[config.mk]
export PLATFORM = sky130hd
export DESIGN_NAME = jtcontra_gfx_romrq
export DESIGN_NICKNAME = d
export VERILOG_FILES = /design/src/rtl/jtcontra_gfx_romrq.sv
export SDC_FILE = /design/constraint.sdc
export NUM_CORES = 1
export LEC_CHECK = 0
export CORE_MARGIN = 4
export CORE_UTILIZATION = 41
export CTS_CLUSTER_SIZE = 20
export DETAILED_ROUTE_END_ITERATION = 7
export DONT_BUFFER_PORTS = 1
export PLACE_DENSITY = 0.67
export RECOVER_POWER = 25
export SLEW_MARGIN = 20
export SYNTH_ARGS = -nofsm -noshare
export SYNTH_HDL_FRONTEND = slang
export SYNTH_SLANG_ARGS = --single-unit
[constraint.sdc]
create_clock -name clk -period 3.4 [get_ports clk]
set_input_delay 0.51 -clock clk [delete_from_list [all_inputs] [get_ports clk]]
set_output_delay 0.51 -clock clk [all_outputs]
set_load 0.03 [all_outputs]
[src/rtl/jtcontra_gfx_romrq.sv]
// SDRAM-side responder for the two graphics ROM read ports (gfx1, gfx2).
// Each port keeps a one-word cache of its last read, so a repeated address
// returns ok in the same cycle. Misses share a single SDRAM read channel.
// The channel is arbitrated round-robin, with one transaction outstanding.
module jtcontra_gfx_romrq #(
  parameter logic [21:0] GFX1_OFFSET = 22'h00_0000,
  parameter logic [21:0] GFX2_OFFSET = 22'h04_0000
) (
  input  logic        clk,
  input  logic        rst,
  input  logic        downloading,
  input  logic [17:0] gfx1_addr,
  input  logic        gfx1_cs,
  output logic [15:0] gfx1_data,
  output logic        gfx1_ok,
  input  logic [17:0] gfx2_addr,
  input  logic        gfx2_cs,
  output logic [15:0] gfx2_data,
  output logic        gfx2_ok,
  output logic [21:0] sdram_addr,
  output logic        sdram_req,
  input  logic        sdram_ack,
  input  logic        sdram_dst,
  input  logic [15:0] sdram_din
);

  typedef enum logic [1:0] {IDLE, WAIT_ACK, WAIT_DST} state_t;

  state_t      state_q, state_d;
  logic        req_q, req_d;
  logic [21:0] sdram_addr_q, sdram_addr_d;
  logic        port_q, port_d;          // 0 = gfx1, 1 = gfx2
  logic [17:0] cap_addr_q, cap_addr_d;  // client address captured at request time
  logic        last_q, last_d;          // port served most recently
  logic        valid1_q, valid1_d, valid2_q, valid2_d;
  logic [17:0] caddr1_q, caddr1_d, caddr2_q, caddr2_d;
  logic [15:0] cdata1_q, cdata1_d, cdata2_q, cdata2_d;

  logic hit1, hit2, miss1, miss2, sel, fill;

  assign hit1  = valid1_q && (gfx1_addr == caddr1_q);
  assign hit2  = valid2_q && (gfx2_addr == caddr2_q);
  assign miss1 = gfx1_cs && !hit1;
  assign miss2 = gfx2_cs && !hit2;

  assign gfx1_ok    = gfx1_cs && hit1 && !downloading;
  assign gfx2_ok    = gfx2_cs && hit2 && !downloading;
  assign gfx1_data  = cdata1_q;
  assign gfx2_data  = cdata2_q;
  assign sdram_req  = req_q;
  assign sdram_addr = sdram_addr_q;

  // Next-state: arbitration in IDLE, SDRAM handshake, cache fill and flush
  always_comb begin
    state_d      = state_q;
    req_d        = req_q;
    sdram_addr_d = sdram_addr_q;
    port_d       = port_q;
    cap_addr_d   = cap_addr_q;
    last_d       = last_q;
    valid1_d     = valid1_q;
    valid2_d     = valid2_q;
    caddr1_d     = caddr1_q;
    caddr2_d     = caddr2_q;
    cdata1_d     = cdata1_q;
    cdata2_d     = cdata2_q;
    sel          = 1'b0;
    fill         = 1'b0;

    if (downloading) begin
      valid1_d = 1'b0;
      valid2_d = 1'b0;
    end

    case (state_q)
      IDLE: begin
        if (!downloading && (miss1 || miss2)) begin
          // On a tie the port that was not served last wins
          sel          = (miss1 && miss2) ? ~last_q : miss2;
          port_d       = sel;
          cap_addr_d   = sel ? gfx2_addr : gfx1_addr;
          sdram_addr_d = sel ? (GFX2_OFFSET + {4'd0, gfx2_addr})
                             : (GFX1_OFFSET + {4'd0, gfx1_addr});
          req_d        = 1'b1;
          state_d      = WAIT_ACK;
        end
      end
      WAIT_ACK: begin
        if (sdram_ack) begin
          req_d = 1'b0;
          if (sdram_dst) begin
            fill    = 1'b1;
            state_d = IDLE;
          end else begin
            state_d = WAIT_DST;
          end
        end
      end
      WAIT_DST: begin
        if (sdram_dst) begin
          fill    = 1'b1;
          state_d = IDLE;
        end
      end
      default: state_d = IDLE;
    endcase

    // The fill uses the captured address, so a client that moved on does not
    // get stale data flagged as its current word. Fills during download are
    // written but left invalid.
    if (fill) begin
      last_d = port_q;
      if (port_q) begin
        caddr2_d = cap_addr_q;
        cdata2_d = sdram_din;
        valid2_d = !downloading;
      end else begin
        caddr1_d = cap_addr_q;
        cdata1_d = sdram_din;
        valid1_d = !downloading;
      end
    end
  end

  // State registers with asynchronous reset
  always_ff @(posedge clk or posedge rst) begin
    if (rst) begin
      state_q      <= IDLE;
      req_q        <= 1'b0;
      sdram_addr_q <= 22'd0;
      port_q       <= 1'b0;
      cap_addr_q   <= 18'd0;
      last_q       <= 1'b1;
      valid1_q     <= 1'b0;
      valid2_q     <= 1'b0;
      caddr1_q     <= 18'd0;
      caddr2_q     <= 18'd0;
      cdata1_q     <= 16'd0;
      cdata2_q     <= 16'd0;
    end else begin
      state_q      <= state_d;
      req_q        <= req_d;
      sdram_addr_q <= sdram_addr_d;
      port_q       <= port_d;
      cap_addr_q   <= cap_addr_d;
      last_q       <= last_d;
      valid1_q     <= valid1_d;
      valid2_q     <= valid2_d;
      caddr1_q     <= caddr1_d;
      caddr2_q     <= caddr2_d;
      cdata1_q     <= cdata1_d;
      cdata2_q     <= cdata2_d;
    end
  end

endmodule

Yosys cells after proc, flatten, opt, wreduce, memory -nomap -nowiden:

Cells that the tools add are included.
W data, S select, Z words.

* bits in registers: 115
* bits of input ports: 59
* output and inout bits: 57
* logic and storage cells: 63

* add/sub/neg operators: 1
* eq/ne operators: 7
* multiplexer cells: 20
* bitwise operators: 2
* reduce and logical (&&, ||, !) cells: 21

Operator list (number)
* $eq A18 B18 Y1: 2
* $add A19 B18 Y20 const A: 1
* $mux W20: 1
* $mux W18: 1
* $mux W1: 11
* $logic_and A1 B1 Y1: 10
* $mux W2: 4
* $ne A2 B2 Y1 const B: 3
* $pmux W2 S3: 1
* $reduce_and A2 Y1: 3
* $reduce_and A3 Y1: 2
* $pmux W1 S2: 2
* $logic_not A1 Y1: 3
* $eq A2 B1 Y1 const B: 1
* $eq A2 B2 Y1 const B: 1
* $logic_not A2 Y1: 1
* $not A1 Y1: 2
* $reduce_bool A2 Y1: 1
* $logic_or A1 B1 Y1: 1

Logic depth before layout (Yosys ltp):

Gate-level depths: netlist (run 1).

* depth after elaboration: 8
* mapped depth: 9
* mapped depth without buffers: 7

Least setup slack after synthesis (run 1):

No wires, ideal clock.

* path type: input to register
* start point: input gfx1_addr[16]
* end point: register cap_addr_q[0]
* library setup time: 0.125 ns
* arrival time: 2.205 ns
* required time: 3.275 ns
* path slack: 1.069 ns
* stages on the path: 8
* path buffers: 1
* path through: xnor2_1 -> nand4_1 -> nor2_1 -> nand4_2 -> a31oi_4 -> buf_6 -> mux2_4 -> mux2_4

* longest elaborated chain between the ends: 7
* elaborated cells on any way between the ends: 10
* classes of those cells: 1 x eq/ne; 2 x mux; 7 x reduce/logical

RTL lines
* start, declared: line 12 `input logic [17:0] gfx1_addr,`
* $eq A18 B18 Y1 *: line 41 `assign hit1 = valid1_q && (gfx1_addr == caddr1_q);`
* $logic_and A1 B1 Y1 *: line 41
* $logic_not A1 Y1 *: line 43 `assign miss1 = gfx1_cs && !hit1;`
* $logic_and A1 B1 Y1 *: line 43
* $logic_and A1 B1 Y1 / $logic_or A1 B1 Y1 (equally long branches): line 79, 77
* $mux W1 / $logic_and A1 B1 Y1 (equally long branches): line 79, 77
* $mux W18 / $reduce_and A2 Y1 (equally long branches)
* end signal, assigned: line 145 `cap_addr_q <= cap_addr_d;`
* end, declared: line 33 `logic [17:0] cap_addr_q, cap_addr_d;`

Mark *: on every way between the ends. The rest lies on a longest branch, timed or not.
A chain may end at the register's enable or synchronous reset.

Worst setup path after layout (run 1):

* start point: register caddr2_q[9]
* end point: output gfx2_ok

* longest elaborated chain between the ends: 4

RTL lines
* start, declared: line 36 `logic [17:0] caddr1_q, caddr1_d, caddr2_q, caddr2_d;`
* start signal, assigned: line 150 `caddr2_q <= caddr2_d;`
* $eq A18 B18 Y1: line 42 `assign hit2 = valid2_q && (gfx2_addr == caddr2_q);`
* $logic_and A1 B1 Y1: line 42
* $logic_and A1 B1 Y1 (2 in a row): line 47 `assign gfx2_ok = gfx2_cs && hit2 && !downloading;`
* end, declared: line 19 `output logic gfx2_ok,`

No other way between the ends.

==> run_results.csv, run 1 <==
group,metric,value,unit
worst_setup_path,worst-endpoint-required,2.89,ns
sta,setup_tns,0,ns
route,via_per_inst,5.226,
clock_network,clkTransAtPathRegs,0.09,ns
placement,placed_cell_area,4532,sq um
worst_hold_path,hold_path_class,"input pin to register",
global_routing,grt_pass1_vias,2683,
synthesis,synth.avg_cell_area,14.19,sq um
clock_network,clock_sinks,93,
worst_setup_path,crit_type,"register to output port",
global_routing,grt_usage,0.1575,
clock_network,tritoncts,"yes",
worst_setup_path,endpoint,"gfx2_ok",
worst_setup_path,r2r_cells,8,
worst_setup_path,worstPathArrival,2.31,ns
global_routing,grt-ovfl-total,0,
route,vias,2383,
clock_network,cts_buffers,9,
route,drc,0,
sta,slew_headroom,-0.6106,
worst_setup_path,worstReg2RegEnd,"cap_addr_q[15]",
global_routing,grt_max_degree,64,
run_status,violations,"capacitance limit, slew limit",
route,drt_iter0_markers,155,
power_and_ir_drop,p_leak,2.075,nW
clock_network,cts_buffer_depth,2,
synthesis,synth_area,4372,sq um
sta,finalSetupViolations,0,
worst_setup_path,cp-startpoint,"caddr2_q[9]",
global_routing,grt_first_pass_wirelength,15040,microns
synthesis,syn_inst,308,
synthesis,synth_enable_flop_cells,0,
route,firstDrtPassIters,4,
synthesis,seq_area_frac_synth,0.5326,
clock_network,cts-resized-gates,0,
power_and_ir_drop,ir_drop,0.0004737,V
worst_setup_path,r2r_slack,0.92,ns
placement,port_buffers,0,
clock_network,h-tree-depth,3,
global_routing,antenna_found_initial,0,
final_layout,drive_gt1_frac,0.4219,
clock_network,insertion_delay,0.36,ns
sta,finalCritPeriodShare,0.8290,
sta,period_needed,2.819,ns
sta,slew_violations,64,
placement,dp_hpwl,6849,microns
synthesis,yosysUniqueCellTypes,34,
synthesis,yosys_warnings,0,
die,io-pin-count,116,
die,die_y,111.3,microns
sta,hold_viol,0,
synthesis,synth-seq-cells,93,
die,die_x,111.3,microns
power_and_ir_drop,total_power,4.720,mW
final_layout,fin_nets,377,
final_layout,finalInstanceArea,4770,sq um
run,drv_cap,1,
sta,clock_skew,0.009615,ns
synthesis,ys.flop_type,"dfrtp_1",
clock_network,hold_buffers,0,
worst_setup_path,startpoint_type,"register",
run_status,outcome,"complete, but fails checks",
die,core_area,10370,sq um
worst_setup_path,r2r_start,"caddr1_q[16]",
die,start_util,0.4216,
sta,rsz0062_at_grt,"false",
sta,max_freq,0.3548,GHz
final_layout,antenna_cells,0,
power_and_ir_drop,power_density,989.7,nW/um^2
clock_network,postCtsSetupBuffers,0,
die,fp.dieArea,12380,sq um
final_layout,syn_to_final_growth,9.101,%
sta,worstMarginPinSlew,2.413,ns
synthesis,async_flop_share,1.000,
sta,hold_slack,0.2023,ns
route,wl_per_cell,20.68,microns
route,wl,9428,microns
placement,gp_congestion,0.7600,
clock_network,cts.root.buffer_cell,"clkbuf_8",
die,num_rows,37,
worst_setup_path,crit_path_end_kind,"output port",
worst_setup_path,cp_max_fo,3,
route,postRouteAntennaNets,0,
final_layout,fillCellCount,956,
[worst min path at each step]
stage           startpoint  slack [ns]  endpoint  depth (start not counted)
5_1_grt        downloading        0.17  valid1_q                          1
6_report       downloading        0.20  valid1_q                          1
2_1_floorplan     valid2_q        0.47  valid2_q                          2
4_1_cts        downloading        0.18  valid1_q                          1
3_3_place_gp      valid2_q        0.48  valid2_q                          2
3_5_place_dp      valid2_q        0.49  valid2_q                          2
[stage by stage]
stage | cells | util | setup slack [ns]
2_1_floorplan | 310 | - | 0.4713
3_3_place_gp | 440 | 0.4370 | 0.8165
3_5_place_dp | 440 | 0.4370 | 0.8132
4_1_cts | 456 | 0.4602 | 0.5290
5_1_grt | 456 | 0.4599 | 0.4711
6_report | 456 | 0.4599 | 0.5813
[placed cells by master, fill, tap and decap left out, types with 2 or more instances in the layout]
cell / instances
o21ai_0: 2
nor2b_1: 3
nor4_1: 4
conb_1: 3
clkbuf_1: 2
dfrtp_1: 92
clkbuf_8: 10
a21oi_1: 3
mux2_2: 87
xnor2_1: 17
xor2_1: 19
mux2_4: 19
nand4_1: 9
buf_4: 7
bufinv_16: 3
mux2i_1: 2
nand2_1: 3
ha_1: 3
nor2_1: 9
inv_1: 7
[logic make-up after synthesis]
| kind of cell | after synthesis | synth area share |
|---|---|---|
| other | 1 | 0.0008578 |
| muxes | 108 | 0.2939 |
| xor gates and xnor gates | 36 | 0.07212 |
| adders and majority gates | 3 | 0.008587 |
| and+or+nand+nor | 37 | 0.04780 |
| DFF | 93 | 0.5326 |
| buffers and inverters | 20 | 0.02404 |
| AOI/OAI and AO/OA | 10 | 0.02003 |
[registers in the layout (all words and copies together), names as in the netlist]
name,flops
caddr1_q,18
caddr2_q,18
cap_addr_q,17
gfx1_data,16
gfx2_data,16
last_q,1
sdram_addr,2
sdram_req,1
state_q,2
valid1_q,1
valid2_q,1
[synthesized netlist by cell type (4+ instances only)]
library cell	n	area, sq um
nor4_1	4	25.02
dfrtp_1	92	2302
mux2_4	19	285.3
buf_4	4	30.03
nand4_1	9	56.30
nor2_1	9	33.78
inv_1	7	26.28
clkbuf_1	4	15.01
mux2_2	87	979.7
xnor2_1	17	148.9
xor2_1	19	166.4
[final cells by class]
class	count	area, sq um	area share
sequential	93	2328	0.4882
multi-input combinational	197	1952	0.4092
tap	136	170.2	0.03568
clock buffer	12	145.1	0.03043
clock inverter	4	95.09	0.01994
timing repair buffer	7	52.55	0.01102
inverter	7	26.28	0.005509
[layer usage]
metal | share of wire | track usage
met1 | 0.40 | 0.1889
met3 | 0.12 | 0.08788
met4 | 0.016 | 0.05677
met5 | 0 | 0
met2 | 0.46 | 0.2380
[worst max-delay path: stages, from the launching register on]
cell and delay (ns):
dfrtp_1 0.40, xor2_1 0.17, nor4_1 0.42, nand3_1 0.17, or2_4 0.28, nor2b_1 0.51
[report_power, final]
part           internal [mW]  total [mW]  leakage [nW]  switching [mW]
registers               1.63        2.67          1.14            1.04
clock network          0.508       0.882         0.121           0.374
logic                  0.712        1.17         0.811           0.456
No activity file was read; power rests on OpenSTA's default activity.
==> inputs of run 2 (changes only) <==
clock period = 2.7 ns   (was 3.4 ns; I/O delays follow)
==> run 2 against run 1 <==
The flow still finishes with violations (capacitance limit, slew limit); sequential cell count stayed put; sequential power is 26% higher; clock power up 11%; setup slack worse by 0.38 ns; non-clock buffer count is 2 higher; critical endpoint unchanged.
==> run_results.csv, run 2 (synthesis results as in run 1) <==
group,metric,value,unit
run_status,outcome,"complete, but fails checks",
run_status,violations,"capacitance limit, slew limit",
route,drc,0,
die,die_x,111.3,microns
sta,slew_violations,42,
sta,setup_tns,0,ns
die,core_area,10370,sq um
global_routing,grt_pass1_vias,2741,
sta,rsz0062_at_grt,"false",
final_layout,syn_to_final_growth,9.674,%
worst_setup_path,worst-endpoint-required,2.30,ns
sta,max_freq,0.4001,GHz
global_routing,grt-ovfl-total,0,
die,start_util,0.4216,
worst_setup_path,worst-path-buf-inv,1,
worst_setup_path,path_delay_family,"simple AND/OR/NAND/NOR gates",
final_layout,drive_gt1_frac,0.4317,
sta,worstMarginPinSlew,1.849,ns
clock_network,cts_buffer_depth,2,
sta,finalSetupViolations,0,
worst_setup_path,cp_max_fo,3,
clock_network,postCtsSetupBuffers,0,
route,wl_per_cell,20.91,microns
final_layout,final_common_cell,"dfrtp_1",
clock_network,insertion_delay,0.36,ns
sta,hold_viol,0,
worst_setup_path,worstPathArrival,2.09,ns
placement,placed_cells,442,
clock_network,hold_buffers,0,
final_layout,antenna_cells,0,
die,fp.dieArea,12380,sq um
global_routing,grt_first_pass_wirelength,15340,microns
worst_setup_path,slowest_delay,0.41,ns
sta,slew_headroom,-0.2393,
worst_setup_path,crit_type,"register to output port",
die,num_rows,37,
clock_network,cts-resized-gates,0,
clock_network,clkTransAtPathRegs,0.09,ns
clock_network,cts.root.buffer_cell,"clkbuf_8",
global_routing,antenna_found_initial,0,
final_layout,fin_nets,379,
final_layout,final_cells,458,
route,vias,2425,
worst_setup_path,critical_path.cell_chain,"xor2_1 -> nor4_1 -> nand3_1 -> or2_4 -> nor2b_1 -> buf_4",
power_and_ir_drop,p_leak,2.071,nW
worst_hold_path,hold_path_class,"input pin to register",
route,postRouteAntennaNets,0,
worst_setup_path,crit_path_end_kind,"output port",
worst_setup_path,startpoint_type,"register",
route,via_per_inst,5.295,
run,drv_cap,1,
clock_network,clock_sinks,93,
sta,clock_skew,0.008833,ns
route,wl,9579,microns
final_layout,layout_common_cells,"dfrtp_1 (92), mux2_2 (87), xor2_1 (19), mux2_4 (19), xnor2_1 (17)",
sta,period_needed,2.499,ns
placement,gp_congestion,0.7596,
die,die_y,111.3,microns
route,firstDrtPassIters,4,
placement,port_buffers,0,
clock_network,tritoncts,"yes",
placement,dp_hpwl,7041,microns
clock_network,h-tree-depth,3,
route,drt_iter0_markers,89,
final_layout,reg_top3,"caddr1_q (18), caddr2_q (18), cap_addr_q (17)",
sta,finalCritPeriodShare,0.9257,
global_routing,grt_max_degree,42,
power_and_ir_drop,ir_drop,0.0006196,V
power_and_ir_drop,power_density,1220,nW/um^2
worst_setup_path,crit_slowest_cell,"nor4_1",
clock_network,cts_buffers,9,
die,io-pin-count,116,
global_routing,grt_usage,0.1600,
[run 2: cell count changes in the layout (fill, tap and decap cells not counted), moves of 2 or more]
cell and delta:
buf_4 -3, buf_12 +3, bufinv_16 -2, clkbuf_8 +2
[run 2: layer usage]
layer	wire length (microns)	up-vias	GRT usage	share of wire
li1	-	1086	-	-
met1	3697	1237	0.1832	0.39
met2	4593	89	0.2525	0.48
met3	1139	13	0.08570	0.12
met4	148	0	0.06083	0.015
met5	0	-	0	0
[run 2: area by class of cell]
cell class | instances | area, sq um
inverter | 7 | 27.53
timing repair buffer | 9 | 98.84
multi-input combinational | 197 | 1958
tap | 136 | 170.2
clock inverter | 3 | 42.54
fill | 966 | 5575
sequential | 93 | 2328
clock buffer | 13 | 168.9
[run 2: path summary, 6_finish.rpt]
kind	endpoint	cells past startpoint	from	slack, ns
max	gfx2_ok	6	caddr2_q[17]	0.20
min	valid2_q	1	downloading	0.1
max reg2reg	sdram_addr[17]	8	caddr1_q[16]	0.21
min reg2reg	valid2_q	2	valid2_q	0.51
max in group asynchronous	caddr1_q[17]	2	rst	0.95
min in group asynchronous	gfx2_data[12]	1	rst	0.38
[run 2: power by group]
group / internal, mW / switching [mW] / total [mW] / leakage (nW)
clock network: 0.504 / 0.478 / 0.981 / 0.106
logic: 0.918 / 0.582 / 1.50 / 0.823
registers: 2.05 / 1.32 / 3.37 / 1.14
total: 3.47 / 2.38 / 5.85 / 2.07
[run 2: through the flow]
step / area [sq um] / hold slack (ns) / power [mW] / setup slack (ns) / util
floorplan: 4383 / 0.4659 / 4.489 / 0.4744 / -
CTS: 4810 / 0.07429 / 5.928 / 0.07990 / 0.4638
global route: 4795 / 0.06827 / 6.211 / 0.04136 / 0.4624
global placement: 4598 / 0.4746 / 4.852 / 0.2203 / 0.4434
finish: 4795 / 0.09863 / 5.847 / 0.2007 / 0.4624
detailed placement: 4598 / 0.4752 / 4.931 / 0.2196 / 0.4434
==> inputs of run 3 (changes only) <==
ABC_CLOCK_PERIOD_IN_PS = 2700   (was unset)
CAP_MARGIN = 5   (was unset)
==> results of run 3 <==
Final layout, timing and power as in run 2 (identical DEF).
